<file path="src/rtl/map_pkg.sv">
// ============================================================================
// map_pkg: tile-map constants and helpers shared by the map, player and arbiter.
// Rev 1.0
// ============================================================================
`default_nettype none

package map_pkg;

    localparam int TYPE_W   = 3;
    localparam int COORD_W  = 6;
    localparam int MAP_COLS = 40;
    localparam int MAP_ROWS = 30;

    typedef logic [TYPE_W-1:0]  tile_t;
    typedef logic [COORD_W-1:0] coord_t;

    localparam tile_t TILE_FLOOR = 3'd0;
    localparam tile_t TILE_WALL  = 3'd1;

    function automatic logic out_of_map(input coord_t x, input coord_t y);
        return (x >= coord_t'(MAP_COLS)) || (y >= coord_t'(MAP_ROWS));
    endfunction

endpackage

`default_nettype wire

</file>
<file path="src/rtl/rr_arbiter.sv">
// ============================================================================
// rr_arbiter: round-robin pick among the low-priority requesters 1..NREQ-1.
// Rev 1.0
// ============================================================================
`default_nettype none

module rr_arbiter #(
    parameter int NREQ = 3
) (
    input  logic            clk,
    input  logic            rst_n,
    input  logic [NREQ-2:0] valid_i,   // bit k belongs to requester k+1
    input  logic            advance_i,
    output logic [NREQ-2:0] pick_o,
    output logic            any_o
);

    localparam int NL = NREQ - 1;
    localparam int PW = (NL > 1) ? $clog2(NL) : 1;

    logic [PW-1:0] ptr_q;
    logic [PW-1:0] ptr_d;
    logic [PW-1:0] sel;

    // Scan starting at the pointer so the requester after the last winner goes first.
    always_comb begin
        pick_o = '0;
        any_o  = 1'b0;
        sel    = ptr_q;
        for (int k = 0; k < NL; k++) begin
            if (!any_o && valid_i[(int'(ptr_q) + k) % NL]) begin
                pick_o[(int'(ptr_q) + k) % NL] = 1'b1;
                any_o = 1'b1;
                sel   = PW'((int'(ptr_q) + k) % NL);
            end
        end
    end

    always_comb begin
        ptr_d = ptr_q;
        if (advance_i) begin
            ptr_d = (sel == PW'(NL - 1)) ? '0 : sel + PW'(1);
        end
    end

    always_ff @(posedge clk or negedge rst_n) begin
        if (!rst_n) begin
            ptr_q <= '0;
        end else begin
            ptr_q <= ptr_d;
        end
    end

endmodule

`default_nettype wire

</file>
<file path="src/rtl/map_query_arbiter.sv">
// ============================================================================
// map_query_arbiter: shares the map read port, fixed-priority display plus
// round-robin movers with a starvation guard; 3-cycle in-order pipeline.
// Rev 1.0
// ============================================================================
`default_nettype none

module map_query_arbiter
    import map_pkg::*;
#(
    parameter int NREQ       = 3,
    parameter int STARVE_MAX = 15
) (
    input  logic                    clk,
    input  logic                    rst,
    input  logic [NREQ-1:0]         req_valid,
    input  logic [NREQ*COORD_W-1:0] req_x,
    input  logic [NREQ*COORD_W-1:0] req_y,
    output logic [NREQ-1:0]         req_ready,
    output logic [NREQ-1:0]         rsp_valid,
    output logic [TYPE_W-1:0]       rsp_type,
    output logic                    mem_en,
    output logic [COORD_W-1:0]      mem_x,
    output logic [COORD_W-1:0]      mem_y,
    input  logic [TYPE_W-1:0]       mem_type,
    output logic                    busy
);

    localparam int ID_W  = $clog2(NREQ);
    localparam int CNT_W = $clog2(STARVE_MAX + 1);

    typedef struct packed {
        logic            vld;
        logic [ID_W-1:0] id;
        logic            oob;
    } tag_t;

    logic [NREQ-2:0]  rr_pick;
    logic             rr_any;
    logic             starved;
    logic             lo_grant;
    logic [NREQ-1:0]  grant;
    logic             accept;
    logic [ID_W-1:0]  acc_id;
    coord_t           acc_x;
    coord_t           acc_y;
    logic             acc_oob;

    logic [CNT_W-1:0] starve_q, starve_d;
    tag_t             s1_q, s1_d;
    tag_t             s2_q;
    logic             mem_en_q;
    coord_t           mem_x_q, mem_y_q;
    logic [NREQ-1:0]  rsp_valid_q;
    tile_t            rsp_type_q;

    rr_arbiter #(
        .NREQ (NREQ)
    ) u_rr (
        .clk       (clk),
        .rst_n     (rst),
        .valid_i   (req_valid[NREQ-1:1]),
        .advance_i (lo_grant),
        .pick_o    (rr_pick),
        .any_o     (rr_any)
    );

    assign starved = (starve_q >= CNT_W'(STARVE_MAX));

    // A starved mover jumps ahead of the display requester for exactly one grant.
    always_comb begin
        grant    = '0;
        lo_grant = 1'b0;
        if (starved && rr_any) begin
            grant[NREQ-1:1] = rr_pick;
            lo_grant        = 1'b1;
        end else if (req_valid[0]) begin
            grant[0] = 1'b1;
        end else if (rr_any) begin
            grant[NREQ-1:1] = rr_pick;
            lo_grant        = 1'b1;
        end
    end

    assign req_ready = rst ? grant : '0;
    assign accept    = |req_ready;

    always_comb begin
        acc_id = '0;
        for (int i = 0; i < NREQ; i++) begin
            if (grant[i]) begin
                acc_id = ID_W'(i);
            end
        end
        acc_x   = req_x[acc_id*COORD_W +: COORD_W];
        acc_y   = req_y[acc_id*COORD_W +: COORD_W];
        acc_oob = out_of_map(acc_x, acc_y);
        s1_d.vld = accept;
        s1_d.id  = acc_id;
        s1_d.oob = acc_oob;
    end

    always_comb begin
        starve_d = starve_q;
        if (lo_grant) begin
            starve_d = '0;
        end else if (rr_any && !starved) begin
            starve_d = starve_q + CNT_W'(1);
        end
    end

    always_ff @(posedge clk or negedge rst) begin
        if (!rst) begin
            starve_q    <= '0;
            s1_q        <= '0;
            s2_q        <= '0;
            mem_en_q    <= 1'b0;
            mem_x_q     <= '0;
            mem_y_q     <= '0;
            rsp_valid_q <= '0;
            rsp_type_q  <= '0;
        end else begin
            starve_q <= starve_d;
            s1_q     <= s1_d;
            s2_q     <= s1_q;
            // Out-of-map slots skip the read and leave the address untouched.
            mem_en_q <= accept && !acc_oob;
            if (accept && !acc_oob) begin
                mem_x_q <= acc_x;
                mem_y_q <= acc_y;
            end
            rsp_valid_q <= s2_q.vld ? (NREQ'(1) << s2_q.id) : '0;
            if (s2_q.vld) begin
                rsp_type_q <= s2_q.oob ? TILE_WALL : mem_type;
            end
        end
    end

    assign mem_en    = mem_en_q;
    assign mem_x     = mem_x_q;
    assign mem_y     = mem_y_q;
    assign rsp_valid = rsp_valid_q;
    assign rsp_type  = rsp_type_q;
    assign busy      = s1_q.vld | s2_q.vld | (|rsp_valid_q);

endmodule

`default_nettype wire

</file>
<file path="config.mk">
export PLATFORM = sky130hd
export DESIGN_NAME = map_query_arbiter
export DESIGN_NICKNAME = d
export VERILOG_FILES = /design/src/rtl/map_pkg.sv /design/src/rtl/rr_arbiter.sv /design/src/rtl/map_query_arbiter.sv
export SDC_FILE = /design/constraint.sdc
export NUM_CORES = 1
export LEC_CHECK = 0
export BUFFER_PORTS_ARGS = -buffer_cell sky130_fd_sc_hd__clkbuf_2
export CORE_MARGIN = 2
export CORE_UTILIZATION = 40
export CTS_CLUSTER_SIZE = 16
export DETAILED_ROUTE_END_ITERATION = 8
export PLACE_DENSITY = 0.72
export REMOVE_ABC_BUFFERS = 1
export SYNTH_ARGS = -nofsm -noshare
export SYNTH_HDL_FRONTEND = slang
export SYNTH_SLANG_ARGS = --single-unit
</file>
<file path="constraint.sdc">
create_clock -name clk -period 4.1 [get_ports clk]
set_input_delay 0.41 -clock clk [delete_from_list [all_inputs] [get_ports clk]]
set_output_delay 0.41 -clock clk [all_outputs]
set_load 0.03 [all_outputs]
</file>
After elaboration in Yosys (flattened, before gate mapping)
Index checks and enable logic that the tools add are counted.
{"block": "totals", "wordCells": 74, "ff_bits": 32}
{"block": "op_classes", "n_reduce_logical": 13, "bitwise": 4, "n_mul": 1, "muxes": 30, "order_cmp": 7, "add_sub_neg": 3, "shifts": 3}
{"cell": "18-bit by 6-bit variable part select with 6-bit output", "n": 2}
{"cell": "1-bit two-way mux", "n": 17}
{"cell": "2-bit two-way mux", "n": 6}
{"cell": "3-bit two-way mux", "n": 3}
{"cell": "4-bit two-way mux", "n": 2}
{"cell": "6-bit by 5-bit >= comparator with 1-bit output (second input constant)", "n": 1}
{"cell": "6-bit >= comparator (second input constant)", "n": 1}
{"cell": "1-bit logical AND", "n": 6}
{"cell": "3-bit OR reduction", "n": 2}
{"cell": "4-bit by 1-bit adder with 4-bit output (second input constant)", "n": 1}
{"cell": "4-bit >= comparator (second input constant)", "n": 1}
{"cell": "2-bit by 2-bit multiplier with 4-bit output (second input constant)", "n": 1}
{"cell": "1-bit logical NOT", "n": 3}
{"cell": "2-bit by 3-bit less-than comparator with 1-bit output (second input constant)", "n": 1}
{"cell": "1-bit by 2-bit left shift with 3-bit output (first input constant)", "n": 1}
{"cell": "1-bit adder (second input constant)", "n": 2}
{"cell": "1-bit demux with 1-bit select", "n": 2}
{"cell": "2-bit by 1-bit >= comparator with 1-bit output (second input constant)", "n": 1}
{"cell": "1-bit by 2-bit less-than comparator with 1-bit output (second input constant)", "n": 1}
{"cell": "1-bit OR", "n": 2}
{"cell": "2-bit OR", "n": 1}
{"cell": "2-bit nonzero test", "n": 1}
{"cell": "1-bit AND (first input constant)", "n": 1}
{"cell": "1-bit >= comparator (second input constant)", "n": 1}
{"cell": "1-bit logical OR", "n": 1}

Longest topological paths before layout
{"block": "depth", "word_depth": 19, "mapped_depth": 10, "depth_no_buf": 8}

Hierarchy
Synthesis repeated with hierarchy kept, for this count alone.
{"block": "hier_totals", "cells_unflattened": 170, "area_unflattened_um2": 1711.6}
{"module": "map_query_arbiter", "instances": 1, "cells_per_inst": 161, "area_per_inst_um2": 1635.3}
{"module": "rr_arbiter", "instances": 1, "cells_per_inst": 9, "area_per_inst_um2": 76.3}

Worst setup path after synthesis
No wires, ideal clock.
{"block": "synth_path", "path_type": "register to register", "start": "register starve_q[0]", "end": "register mem_x_q[1], in the netlist mem_x[1]", "path_buffers": 2, "synth_period_minus_slack_ns": 2.300, "t_required_ns": 3.975, "arrival_ns": 2.174, "stages_incl_launch_ff": 11, "setup_ns": 0.125, "path_slack_ns": 1.800, "cell_sequence": "dfrtp_1 > ha_1 > nand3_2 > a221oi_2 > buf_6 > mux2i_1 > o221ai_2 > nor2_2 > nand2_2 > buf_8 > mux2_4"}
{"block": "synth_between", "elab_chain_cells": 11}
{"element": "start, declared", "line": "map_query_arbiter.sv:49", "text": "logic [CNT_W-1:0] starve_q, starve_d;"}
{"element": "start signal, assigned", "line": "map_query_arbiter.sv:123", "text": "starve_q <= starve_d;"}
{"element": "4-bit >= comparator *", "line": "map_query_arbiter.sv:68", "text": "assign starved = (starve_q >= CNT_W'(STARVE_MAX));"}
{"element": "1-bit logical AND *", "line": "map_query_arbiter.sv:74", "text": "if (starved && rr_any) begin"}
{"element": "2-bit two-way mux *", "line": "map_query_arbiter.sv:74"}
{"element": "1-bit two-way mux", "line": "map_query_arbiter.sv:91", "text": "if (grant[i]) begin"}
{"element": "2-bit two-way mux *", "line": "map_query_arbiter.sv:91"}
{"element": "via acc_id[0]", "line": "map_query_arbiter.sv:44", "text": "logic [ID_W-1:0] acc_id;"}
{"element": "2-bit by 2-bit multiplier with 4-bit output *", "line": "map_query_arbiter.sv:95, map_query_arbiter.sv:96"}
{"element": "18-bit by 6-bit variable part select with 6-bit output (on tied branches)", "line": "map_query_arbiter.sv:95, map_query_arbiter.sv:96"}
{"element": "6-bit >= comparator / 6-bit by 5-bit >= comparator with 1-bit output (equally long branches)", "line": "map_pkg.sv:21", "text": "return (x >= coord_t'(MAP_COLS)) || (y >= coord_t'(MAP_ROWS));"}
{"element": "1-bit logical OR", "line": "map_pkg.sv:21"}
{"element": "1-bit logical NOT", "line": "map_query_arbiter.sv:128", "text": "if (accept && !acc_oob) begin"}
{"element": "1-bit logical AND", "line": "map_query_arbiter.sv:128"}
{"element": "end signal, assigned", "line": "map_query_arbiter.sv:118", "text": "mem_x_q <= '0;"}
{"element": "end signal, assigned", "line": "map_query_arbiter.sv:129", "text": "mem_x_q <= acc_x;"}
{"element": "end, declared", "line": "map_query_arbiter.sv:53", "text": "coord_t mem_x_q, mem_y_q;"}
Mark *: on every way through the listed nets, which the timed path passes. The rest lies on a longest branch.
A chain may end at the register's enable or synchronous reset.

Worst setup path after layout
{"block": "layout_path", "start": "register starve_q[0]", "end": "register mem_y_q[2], in the netlist mem_y[2]"}
{"block": "layout_between", "elab_chain_cells": 11}
{"element": "4-bit >= comparator *", "line": "map_query_arbiter.sv:68"}
{"element": "1-bit logical AND *", "line": "map_query_arbiter.sv:74"}
{"element": "2-bit two-way mux", "line": "map_query_arbiter.sv:74"}
{"element": "1-bit two-way mux", "line": "map_query_arbiter.sv:91"}
{"element": "2-bit two-way mux", "line": "map_query_arbiter.sv:91"}
{"element": "2-bit by 2-bit multiplier with 4-bit output", "line": "map_query_arbiter.sv:95, map_query_arbiter.sv:96"}
{"element": "18-bit by 6-bit variable part select with 6-bit output (on tied branches)", "line": "map_query_arbiter.sv:95, map_query_arbiter.sv:96"}
{"element": "6-bit >= comparator / 6-bit by 5-bit >= comparator with 1-bit output (equally long branches)", "line": "map_pkg.sv:21"}
{"element": "1-bit logical OR", "line": "map_pkg.sv:21"}
{"element": "1-bit logical NOT", "line": "map_query_arbiter.sv:128"}
{"element": "1-bit logical AND", "line": "map_query_arbiter.sv:128"}
{"element": "end signal, assigned", "line": "map_query_arbiter.sv:130", "text": "mem_y_q <= acc_y;"}
{"element": "end, declared", "line": "map_query_arbiter.sv:53"}
Every way passes the cells marked *; elsewhere a longest branch is shown, timed or not.

==> results.rst <==
.. list-table::
   :header-rows: 1

   * - Metric
     - Value
   * - I/O pin cnt
     - 67
   * - Worst Setup End Kind
     - flip-flop
   * - Last weighted congestion value of the routability-driven placer
     - 0.900
   * - Hold Worst Slack
     - 351 ps
   * - CP Data Arrival Time
     - 2920 ps
   * - DRC violation count after routing
     - 0
   * - Clock buffer count from CTS
     - 5
   * - Clock-pin slew of the registers on the worst-case setup and hold paths
     - 70 ps
   * - Required time of the worst setup path
     - 4270 ps
   * - Largest net degree at the start of global routing
     - 27
   * - Fraction of synthesized cell area taken by the top area cell type
     - 44.0%
   * - Sum Neg Setup Slack
     - 0 ps
   * - ANT cells
     - 0
   * - Max-slew headroom at the worst pin
     - 74.2%
   * - Drt first pass iters
     - 4
   * - Worst Clk Skew
     - 5.72 ps
   * - Number of port buffers
     - 66
   * - Count of fill cells added during filler insertion
     - 410
   * - Width of the chip
     - 71.5 um
   * - Cell type of the slowest stage on the worst timing path
     - sky130_fd_sc_hd__dfrtp_1
   * - Number of sinks on the clock net
     - 32
   * - Cells along the critical path
     - ha_1, nand3_2, a221oi_2, buf_4, mux2i_1, o221ai_2, nor2_2, nand2_2, mux2_4
   * - Final count of pins violating max slew
     - 0
   * - RSZ-0062 raised after global routing
     - no
   * - Final non-filler cell total
     - 301
   * - Cell count after placement
     - 292
   * - Global-route wire length before repair
     - 6820 um
   * - Synth Flop Type
     - sky130_fd_sc_hd__dfrtp_1
   * - Number of global-route vias before repair
     - 1,429
   * - Initial core utilization
     - 41.5%
   * - Result of the run
     - finished, final reports clean
   * - Tightest Pin Transition
     - 383 ps
   * - Total routed wirelength
     - 4230 um
   * - Final critical-path share of the clock period
     - 67.0%
   * - Number of violations of the max-capacitance limit
     - 0
   * - Fraction of registers with async set/reset
     - 100%
   * - Area inside the core boundary
     - 4380 sq um
   * - Largest incremental delay on the critical path
     - 410 ps
   * - Element type at the critical path start
     - flip-flop
   * - Most area-consuming cells after synthesis
     - sky130_fd_sc_hd__dfrtp_1 44%, sky130_fd_sc_hd__mux2_4 6.6%, sky130_fd_sc_hd__o21ai_0 4.9%
   * - Most common cell after layout, fill and taps aside
     - sky130_fd_sc_hd__clkbuf_2
   * - Utilization of the core after routing
     - 51.8%
   * - Maximum clock path buffer count
     - 2
   * - Leak Pwr
     - 1.13 nW
   * - Avg Inst Size Synth
     - 10.0 sq um
   * - Antenna violations before repair
     - 0
   * - Die H
     - 71.5 um
   * - Nets
     - 293
   * - Count of flip-flops with a built-in enable after synthesis
     - 0
   * - Time the worst path needs with I/O delays and setup
     - 2750 ps
   * - First DRT Iteration DRCs
     - 47
   * - Cell area after synthesis
     - 1820 sq um
   * - Cell accounting for the most synthesized area
     - sky130_fd_sc_hd__dfrtp_1
   * - Final Hold Viols
     - 0
   * - H-tree levels
     - 2
   * - Critical path buffer and inverter count
     - 1
   * - Hold-fix buffer count after cts
     - 1
   * - Area delta synth->final
     - 24.7%
   * - GRT Residual Overflow
     - 0
   * - Half-perimeter wire length after placement
     - 3240 um
   * - GRT Util Overall
     - 17.5%
   * - Final Total Pwr
     - 1.06 mW
   * - Clock tree root buffer cell
     - sky130_fd_sc_hd__clkbuf_8
   * - Maximum operating frequency
     - 364 MHz
   * - Clock Latency Late Sink
     - 290 ps
   * - Share of cells above drive strength 1
     - 39.0%
   * - Via count
     - 1,582
   * - TritonCTS clock tree
     - yes
   * - Final count of negative-setup-slack endpoints
     - 0
   * - Via-to-Cell Ratio
     - 5.26
   * - Number of warnings printed during yosys synthesis
     - 0
   * - Standard-cell row count
     - 24
   * - Routed length per placed instance
     - 14.1 um
   * - Number of resized instances in the post-cts repair step
     - 0
   * - Remaining antenna violation count
     - 0
   * - Yosys reg bits
     - 32
   * - Share of synthesized area occupied by flip-flops and latches
     - 44.0%
   * - Type of the setup path with the least slack
     - flip-flop to flip-flop
   * - Largest vdd supply drop
     - 0.239 mV
   * - # Post-CTS Setup Buffers
     - 0
   * - Family with the most delay on the worst path
     - multiplexers
   * - Path category of the worst min-delay check
     - flip-flop to flip-flop
   * - Distinct cell type count after synthesis
     - 48
   * - Commonest non-fill, non-tap cells in the layout
     - 66 x sky130_fd_sc_hd__clkbuf_2, 32 x sky130_fd_sc_hd__dfrtp_1, 20 x sky130_fd_sc_hd__nand2_1, 18 x sky130_fd_sc_hd__o21ai_0, 14 x sky130_fd_sc_hd__nor2_1
   * - Crit Path Max Fanout
     - 13
   * - Full die area
     - 5110 sq um
   * - Power density normalized to cell area
     - 467 nW/um^2
   * - Post-synthesis instance total
     - 182
## cell type report
cell class / count / area (sq um) / share of cell area [%]
clock buffer: 6 / 72.6 / 3.20
timing repair buffer: 69 / 355 / 15.6
sequential: 32 / 801 / 35.3
multi-input combinational: 132 / 912 / 40.2
tap: 52 / 65.1 / 2.87
clock inverter: 2 / 35.0 / 1.54
inverter: 8 / 30.0 / 1.32
## path summary, 6_finish.rpt
check                            start  slack [ps]           to  cells past startpoint
hold / removal                 s1_q[2]         350      s2_q[2]                      0
min in group asynchronous          rst         530  starve_q[1]                      2
setup / recovery           starve_q[0]        1350     mem_y[2]                      9
max in group asynchronous          rst        2970  rsp_type[2]                      3
hold reg to reg                s1_q[2]         350      s2_q[2]                      0
setup reg to reg           starve_q[0]        1350     mem_y[2]                      9
## kinds of logic (layout without fill, tap and decap cells)
kind of cell,Yosys count,after routing,synth area share [%]
buf+inv,18,85,5.91
fa+ha+maj,1,1,0.687
simple gates,66,66,18.8
compound gates,47,47,18.4
mux,18,18,12.3
flops,32,32,44.0
## synth_stat cells, drive strengths merged (3+ instances only)
cell,instances
nor3,3
nand2b,4
buf,8
o21ai,20
and2,4
inv,8
o221ai,3
mux2i,7
nor3b,3
nor2,16
a21oi,5
nand3b,5
dfrtp,32
mux2,11
nand2,21
nand3,5
## worst register-to-register path, cell delays in order, from the launching register on
cell                       delay (ps)
sky130_fd_sc_hd__dfrtp_1          410
sky130_fd_sc_hd__ha_1             250
sky130_fd_sc_hd__nand3_2          260
sky130_fd_sc_hd__a221oi_2         310
sky130_fd_sc_hd__buf_4            230
sky130_fd_sc_hd__mux2i_1          280
sky130_fd_sc_hd__o221ai_2         150
sky130_fd_sc_hd__nor2_2           130
sky130_fd_sc_hd__nand2_2          240
sky130_fd_sc_hd__mux2_4           370
## state kept, by name, indices dropped and copies added, names as in the netlist
register / count
mem_y: 6
starve_q: 4
rsp_type: 3
u_rr.ptr_q: 1
s2_q: 4
mem_en: 1
mem_x: 6
s1_q: 4
rsp_valid: 3
## per-layer routing
metal  wire length [um]  GRT usage, %  share of wire, %  up-vias
met3                278          4.64               6.6        8
met1               1900          23.3                45      724
li1                   -             -                 -      791
met4                 76          9.43               1.8        0
met5                  0             0                 0        -
met2               1980          26.0                47       59
## stage by stage
step | area [sq um] | setup slack, ps
floorplan | 1740 | 1420
global placement | 2150 | 1470
detailed placement | 2150 | 1370
CTS | 2270 | 1350
global route | 2270 | 1170
finish | 2270 | 1350
## power by group
part	leakage (nW)	switching, mW	total [mW]	internal (mW)
clock network	0.0552	0.122	0.303	0.180
registers	0.398	0.0399	0.417	0.377
logic	0.673	0.203	0.340	0.137
total	1.13	0.366	1.06	0.695
Note: power is estimated with default switching activity, not from simulation.
